### config.mk
export PLATFORM = sky130hd
export DESIGN_NAME = hazard_ctrl
export DESIGN_NICKNAME = d
export VERILOG_FILES = /design/src/rtl/hazard_ctrl.sv
export SDC_FILE = /design/constraint.sdc
export NUM_CORES = 1
export LEC_CHECK = 0
export CORE_MARGIN = 8
export CORE_UTILIZATION = 21
export DETAILED_ROUTE_END_ITERATION = 16
export GPL_TIMING_DRIVEN = 0
export PLACE_DENSITY = 0.76
export SYNTH_ARGS = -nofsm -noshare
export SYNTH_HDL_FRONTEND = slang
export SYNTH_SLANG_ARGS = --single-unit
### constraint.sdc
create_clock -name cpu_clk -period 1.05 [get_ports cpu_clk]
set_input_delay 0.21 -clock cpu_clk [delete_from_list [all_inputs] [get_ports cpu_clk]]
set_output_delay 0.21 -clock cpu_clk [all_outputs]
set_load 0.02 [all_outputs]
### src/rtl/hazard_ctrl.sv
`default_nettype none
// ============================================================================
// Module      : hazard_ctrl
// Description : Pipeline hazard controller for the 5-stage RV32 core.
//               It combines the load-use stall request from the ID-stage
//               forwarding unit with the branch/jump redirect from EX, and
//               drives the PC and IF/ID write enables and the IF/ID and
//               ID/EX flushes. A RUN/STALL/FLUSH state machine tracks
//               stall and flush episodes. A stall watchdog raises a sticky
//               error, and optional performance counters are provided.
// Config      : `define HAZARD_PERF_CNT_EN to build the stall/redirect
//               performance counters. When it is undefined, stall_cnt and
//               flush_cnt are tied to 0 and no counter registers exist.
// Ports       : cpu_clk, cpu_rst         clock, synchronous active-high reset
//               suspend, load_use        load-use stall request (both needed)
//               ex_redirect, ex_target   taken branch / jal / jalr from EX
//               pc_we, npc_redirect,     PC write enable and next-PC select
//               redirect_pc              next-PC value (0 unless redirecting)
//               ifid_we, ifid_flush      IF/ID hold and NOP injection
//               idex_flush               ID/EX bubble injection
//               state                    RUN=0, STALL=1, FLUSH=2
//               stall_err                sticky watchdog error
//               stall_cnt, flush_cnt     performance counters
// Revision    : 1.0 - initial release
// ============================================================================
module hazard_ctrl #(
  parameter int STALL_MAX = 4
) (
  input  logic        cpu_clk,
  input  logic        cpu_rst,
  input  logic        suspend,
  input  logic        load_use,
  input  logic        ex_redirect,
  input  logic [31:0] ex_target,
  output logic        pc_we,
  output logic        npc_redirect,
  output logic [31:0] redirect_pc,
  output logic        ifid_we,
  output logic        ifid_flush,
  output logic        idex_flush,
  output logic [1:0]  state,
  output logic        stall_err,
  output logic [31:0] stall_cnt,
  output logic [31:0] flush_cnt
);

  // The run counter must hold STALL_MAX+1 so it can saturate just past the
  // error threshold. It is never narrower than 3 bits.
  localparam int c_run_w = ($clog2(STALL_MAX + 2) < 3) ? 3 : $clog2(STALL_MAX + 2);
  localparam logic [c_run_w-1:0] c_stall_max = c_run_w'(STALL_MAX);
  localparam logic [c_run_w-1:0] c_run_sat   = c_run_w'(STALL_MAX + 1);

  typedef enum logic [1:0] {
    ST_RUN   = 2'd0,
    ST_STALL = 2'd1,
    ST_FLUSH = 2'd2
  } state_t;

  state_t               r_state;
  state_t               w_state_nxt;
  logic [c_run_w-1:0]   r_run_cnt;
  logic                 r_stall_err;

  logic w_redir;
  logic w_stall_req;
  logic w_stall_cycle;

  // While in FLUSH, ID holds a bubble, so a suspend from it is meaningless.
  assign w_redir       = ex_redirect;
  assign w_stall_req   = suspend && load_use && (r_state != ST_FLUSH);
  // A redirect wins over a stall: the ID instruction is wrong-path.
  assign w_stall_cycle = w_stall_req && !w_redir;

  // --------------------------------------------------------------------------
  // State register
  // --------------------------------------------------------------------------
  always_ff @(posedge cpu_clk) begin
    if (cpu_rst) begin
      r_state <= ST_RUN;
    end else begin
      r_state <= w_state_nxt;
    end
  end

  // --------------------------------------------------------------------------
  // Next state and combinational pipeline controls
  // --------------------------------------------------------------------------
  always_comb begin
    w_state_nxt  = ST_RUN;
    pc_we        = 1'b1;
    ifid_we      = 1'b1;
    ifid_flush   = 1'b0;
    idex_flush   = 1'b0;
    npc_redirect = 1'b0;
    redirect_pc  = 32'h0;

    // RUN, STALL and FLUSH share the same priority ordering. FLUSH cannot
    // reach STALL only because the stall request is masked there.
    if (w_redir) begin
      w_state_nxt = ST_FLUSH;
    end else if (w_stall_req) begin
      w_state_nxt = ST_STALL;
    end else begin
      w_state_nxt = ST_RUN;
    end

    if (cpu_rst) begin
      pc_we        = 1'b0;
      ifid_we      = 1'b0;
      ifid_flush   = 1'b1;
      idex_flush   = 1'b1;
    end else if (w_redir) begin
      npc_redirect = 1'b1;
      redirect_pc  = ex_target;
      ifid_flush   = 1'b1;
      idex_flush   = 1'b1;
    end else if (w_stall_req) begin
      pc_we        = 1'b0;
      ifid_we      = 1'b0;
      idex_flush   = 1'b1;
    end
  end

  assign state = r_state;

  // --------------------------------------------------------------------------
  // Stall watchdog: counts consecutive stall cycles and latches an error
  // once a stall would run past STALL_MAX. Report-only; stalling continues.
  // --------------------------------------------------------------------------
  always_ff @(posedge cpu_clk) begin
    if (cpu_rst) begin
      r_run_cnt   <= '0;
      r_stall_err <= 1'b0;
    end else if (w_stall_cycle) begin
      if (r_run_cnt < c_run_sat) begin
        r_run_cnt <= r_run_cnt + 1'b1;
      end
      if (r_run_cnt >= c_stall_max) begin
        r_stall_err <= 1'b1;
      end
    end else begin
      r_run_cnt <= '0;
    end
  end

  assign stall_err = r_stall_err;

  // --------------------------------------------------------------------------
  // Performance counters (saturating)
  // --------------------------------------------------------------------------
`ifdef HAZARD_PERF_CNT_EN
  logic [31:0] r_stall_cnt;
  logic [31:0] r_flush_cnt;

  always_ff @(posedge cpu_clk) begin
    if (cpu_rst) begin
      r_stall_cnt <= 32'h0;
      r_flush_cnt <= 32'h0;
    end else begin
      if (w_stall_cycle && (r_stall_cnt != 32'hFFFF_FFFF)) begin
        r_stall_cnt <= r_stall_cnt + 32'h1;
      end
      if (w_redir && (r_flush_cnt != 32'hFFFF_FFFF)) begin
        r_flush_cnt <= r_flush_cnt + 32'h1;
      end
    end
  end

  assign stall_cnt = r_stall_cnt;
  assign flush_cnt = r_flush_cnt;
`else
  assign stall_cnt = 32'h0;
  assign flush_cnt = 32'h0;
`endif

endmodule
`default_nettype wire

Word level (Yosys, flattened, before mapping)
Cells that the tools add are included.
Storage, ports and cells
  bits in registers: 6
Cells by class
  add/subtract/negate cells: 1
  order comparisons: 2
  equal/unequal tests: 1
  multiplexer cells: 13
  bitwise logic cells: 1
  reduce and logical (&&, ||, !) cells: 7
Operators with widths (number)
  $mux W32: 2
  $mux W1: 10
  $reduce_or A2 Y1: 2
  $add A3 B1 Y3 const B: 1
  $ge A3 B3 Y1 const B: 1
  $logic_and A1 B1 Y1: 3
  $lt A3 B3 Y1 const B: 1
  $mux W2: 1
  $ne A2 B2 Y1 const B: 1
  $reduce_and A2 Y1: 1
  $logic_not A1 Y1: 1
  $not A1 Y1: 1

Longest topological paths before layout
  depth after elaboration: 5
  depth in mapped cells: 4
  depth with buffers taken out: 4

Least setup slack after synthesis
OpenSTA, ideal clock, no wires.
  path kind: register to output
  from: register r_state[1], in the netlist state[1]
  to: output pc_we
  data arrival time: 1.228 ns
  setup slack: -0.388 ns
  cell stages (with the launch flop): 5
  buffers on the path: 1
  cells stage by stage: dfxtp_1 > nor2b_1 > nor3_1 > nor2_1 > buf_4
On the way
  word-level cells in the longest chain between the ends: 5
RTL lines
  start, declared: RTL line 59  | state_t r_state;
  start signal, assigned: RTL line 81  | r_state <= w_state_nxt;
  $ne A2 B2 Y1: RTL line 70  | assign w_stall_req = suspend && load_use && (r_state != ST_FLUSH);
  $logic_and A1 B1 Y1: RTL line 70
  $mux W1 (3 in series)
  end, declared: RTL line 35  | output logic pc_we,
No other way between the ends.

Worst setup path after layout
  from: register r_state[1], in the netlist state[1]
  to: output pc_we
On the way
  word-level cells in the longest chain between the ends: 5
RTL lines
  $ne A2 B2 Y1: RTL line 70
  $logic_and A1 B1 Y1: RTL line 70
  $mux W1: RTL line 117  | end else if (w_stall_req) begin
  $mux W1: RTL line 112  | end else if (w_redir) begin
  $mux W1: RTL line 107  | if (cpu_rst) begin
No other way between the ends.

==> reports/qor.log <==
INFO  final_layout   final_core_util=54.0%
INFO  synth          cell_area_synth=967squm
INFO  routing        route.detailed.vias_per_inst=3.26
INFO  global_routing total_routing_usage_gr=10.3%
INFO  placed_design  detailedPlacementHpwl=3390microns
INFO  routing        remaining_drc_errors=0
INFO  synth          synth_async_sr_flop_share=0%
INFO  setup_path     cpPeakStageDelay=0.33ns
INFO  setup_path     cp_num_cells=5
INFO  placed_design  place_congestion=0.674
INFO  synth          syn_avg_cell_area=7.44squm
INFO  setup_path     path_buf_inv=2
INFO  setup_path     cp-start-kind=flop
INFO  sta            min_period_over_period=131%
INFO  global_routing globalRoute.totalOverflow=0
INFO  synth          synth_sequential_area_ratio=12.4%
INFO  synth          synth_largest_area_cell=sky130_fd_sc_hd__buf_4
INFO  final_layout   drive_above_1_share=59.2%
INFO  setup_path     timing_worst_setup_path_type=flop to output port
INFO  min_path       hold_path_depth=2
INFO  synth          ys_types=20
INFO  sta            timing.setup.tns=-5.59ns
INFO  pwr            power.leakage=1.32nW
INFO  placed_design  postPlaceCellArea=2090squm
INFO  sta            number_of_hold_slack_violations_in_the_final_timing_report=0
INFO  setup_path     cp.required=0.84ns
INFO  die            initial_core_util=22.1%
INFO  sta            slack_of_the_critical_path=-0.321ns
INFO  die            horizontal_die_dimension=83.9microns
INFO  die            boundaryPins=141
INFO  synth          ys_warn_count=0
INFO  cts            ctsHoldBuffers=0
INFO  synth          synthFlopType=sky130_fd_sc_hd__dfxtp_1
INFO  sta            timing_max_transition_violations_final=0
INFO  synth          ys_top_cells_by_area=sky130_fd_sc_hd__buf_4 (50%), sky130_fd_sc_hd__and2_1 (21%), sky130_fd_sc_hd__dfxtp_1 (12%), sky130_fd_sc_hd__and2b_2 (1.8%), sky130_fd_sc_hd__ha_1 (1.3%)
INFO  final_layout   num-fill-cells=392
INFO  die            fp.dieArea=7030squm
INFO  global_routing grt_pass1_wl=5830microns
INFO  final_layout   finalInstanceArea=2370squm
INFO  setup_path     worstRegToRegCells=4
INFO  setup_path     timing.critical_path.mode_cell=sky130_fd_sc_hd__buf_6
INFO  setup_path     worstPathMaxFanout=2
INFO  die            std_cell_rows=24
INFO  cts            cts_root_buf=sky130_fd_sc_hd__clkbuf_8
INFO  pwr            pwr_density_cell=655nW/um^2
INFO  die            chipHeight=83.9microns
INFO  routing        final_antenna_net_count=0
INFO  global_routing via_count_of_the_first_global_routing_pass=1,106
INFO  global_routing grt_start_max_net_pins=7
INFO  cts            clock-sinks=6
INFO  synth          synth_seq_cells=6
INFO  sta            maxClockFrequency=730MHz
INFO  global_routing grt_antenna_before_repair=0
INFO  flow_run       cap_viol_max_count=0
INFO  cts            cts_inserted_buffers=3
INFO  synth          yosysMostFrequentCell=sky130_fd_sc_hd__buf_4
INFO  die            design.core.area=4380squm
INFO  min_path       hold_path_class=input pin to flop
INFO  synth          synth_top_area_share=50.5%
INFO  sta            clock-skew-final=0.00582ns
INFO  sta            setup_viol_count_final=42
INFO  run_status     violated_checks=negative setup slack
INFO  pwr            power.total=1.55mW
INFO  cts            tritoncts=built
INFO  cts            cts_buffer_depth=2
INFO  final_layout   antenna_cells_inserted=0
INFO  final_layout   final-seq-area=125squm
INFO  cts            insertion_delay_of_the_later_clocked_pin_in_the_worst_skew_pair=0.23ns
INFO  final_layout   multi_input_area=702squm
INFO  pwr            peak_supply_drop=0.567mV
INFO  final_layout   syn_to_final_growth=145%
INFO  cts            worst_setup_hold_path_clk_slew=0.04ns
INFO  routing        detailedRoute.firstPassIterationCount=2
INFO  sta            final.hold.worst_slack=0.226ns
INFO  sta            finalCriticalPeriod=1.37ns
INFO  setup_path     kind_of_cell_with_the_highest_combined_delay_on_the_critical_path=simple AND/OR/NAND/NOR gates
INFO  setup_path     setup.worst_path.end_class=output port
INFO  cts            htree_levels=1
INFO  setup_path     sequence_of_cells_on_the_critical_path=nor2b_4 > nor3_4 > nor2_4 > buf_6 > buf_6
INFO  run_status     status=complete, but fails checks
INFO  final_layout   final_nets=321
INFO  placed_design  placement.io_buffers=76
INFO  setup_path     worst_ep_arrival_time=1.16ns
INFO  sta            rsz0062_at_grt=yes
INFO  synth          synth_commonest_cells=sky130_fd_sc_hd__buf_4 (65), sky130_fd_sc_hd__and2_1 (32), sky130_fd_sc_hd__dfxtp_1 (6)
INFO  routing        route.detailed.wl_per_inst=11.8microns
INFO  setup_path     critical-path-slowest-cell=sky130_fd_sc_hd__dfxtp_4
INFO  synth          netlist_instances=130
INFO  routing        detailroute.via_count=1,089
INFO  synth          synth-edff-count=0
INFO  routing        drt_first_iter_violations=9
INFO  routing        drt-total-wl=3940microns
[report_power, final]
group	internal (mW)	leakage, nW	switching (mW)	total [mW]
logic	0.504	1.25	0.442	0.946
registers	0.232	0.0498	0.00292	0.235
clock network	0.262	0.0228	0.108	0.370
total	0.998	1.32	0.553	1.55
[worst reg2reg max path, cell delays in order, from the launching register on]
cell and delay, ns:
sky130_fd_sc_hd__dfxtp_4 0.33, sky130_fd_sc_hd__nor2b_4 0.13, sky130_fd_sc_hd__buf_6 0.11, sky130_fd_sc_hd__or3_4 0.40
sky130_fd_sc_hd__o22ai_2 0.11
[flip-flops by register name (all words and copies together), names as in the netlist]
| name | count |
|---|---|
| r_run_cnt | 3 |
| state | 2 |
| stall_err | 1 |
[what timing repair did]
item,in CTS,in global routing
pin swaps,37,3
endpoints found under the setup margin,45,43
buffers inserted,3,2
gates resized for setup,279,11
gates cloned,4,0
[routing by layer]
layer | wire [microns] | GRT usage, % | part of all wire (%) | vias to the layer above
met3 | 340 | 3.91 | 8.6 | 2
met5 | 0 | 0 | 0 | -
met1 | 1350 | 9.07 | 34 | 443
li1 | - | - | - | 572
met2 | 2230 | 21.0 | 57 | 72
met4 | 17 | 1.88 | 0.43 | 0
[cell usage in the layout, fill, tap and decap left out, types with 2 or more instances in the layout]
| cell type | count |
|---|---|
| sky130_fd_sc_hd__dfxtp_1 | 4 |
| sky130_fd_sc_hd__buf_8 | 8 |
| sky130_fd_sc_hd__buf_4 | 68 |
| sky130_fd_sc_hd__nand2_1 | 2 |
| sky130_fd_sc_hd__nor2_1 | 2 |
| sky130_fd_sc_hd__dlygate4sd2_1 | 6 |
| sky130_fd_sc_hd__conb_1 | 64 |
| sky130_fd_sc_hd__and2_4 | 32 |
| sky130_fd_sc_hd__clkbuf_8 | 3 |
| sky130_fd_sc_hd__buf_6 | 37 |
| sky130_fd_sc_hd__buf_2 | 3 |
| sky130_fd_sc_hd__and2b_2 | 2 |
| sky130_fd_sc_hd__clkdlybuf4s50_1 | 28 |
| sky130_fd_sc_hd__inv_1 | 2 |
[path summary, 6_finish.rpt]
check                                       startpoint                      to  slack [ns]
worst max-delay path               state[1]$_SDFF_PP0_                   pc_we       -0.32
worst min register to register  stall_err$_SDFFE_PP0P_  stall_err$_SDFFE_PP0P_        0.50
worst max register to register     state[1]$_SDFF_PP0_  stall_err$_SDFFE_PP0P_       -0.11
worst min-delay path                       ex_redirect     state[1]$_SDFF_PP0_        0.23
[cell families after synthesis]
group | synth area share, %
AOI/OAI and AO/OA | 3.49
adders and majority gates | 1.29
buffers and inverters | 52.8
DFF | 12.4
other | 0.388
and+or+nand+nor | 29.6
[through the flow]
stage / instances / setup slack, ns
after floorplan: 193 / -0.0552
after global placement: 321 / -1.20
after detailed placement: 321 / -1.19
after CTS: 332 / -0.339
after global routing: 334 / -0.369
final: 334 / -0.321
[cell type report]
class	instances	share of cell area, %
plain buffers	68	22.7
clock buffers	4	1.90
inverters	3	0.476
multi-input cells	117	29.7
flip-flops and latches	6	5.29
well taps	52	2.75
repair buffers	84	37.3
Note: power is estimated with default switching activity, not from simulation.
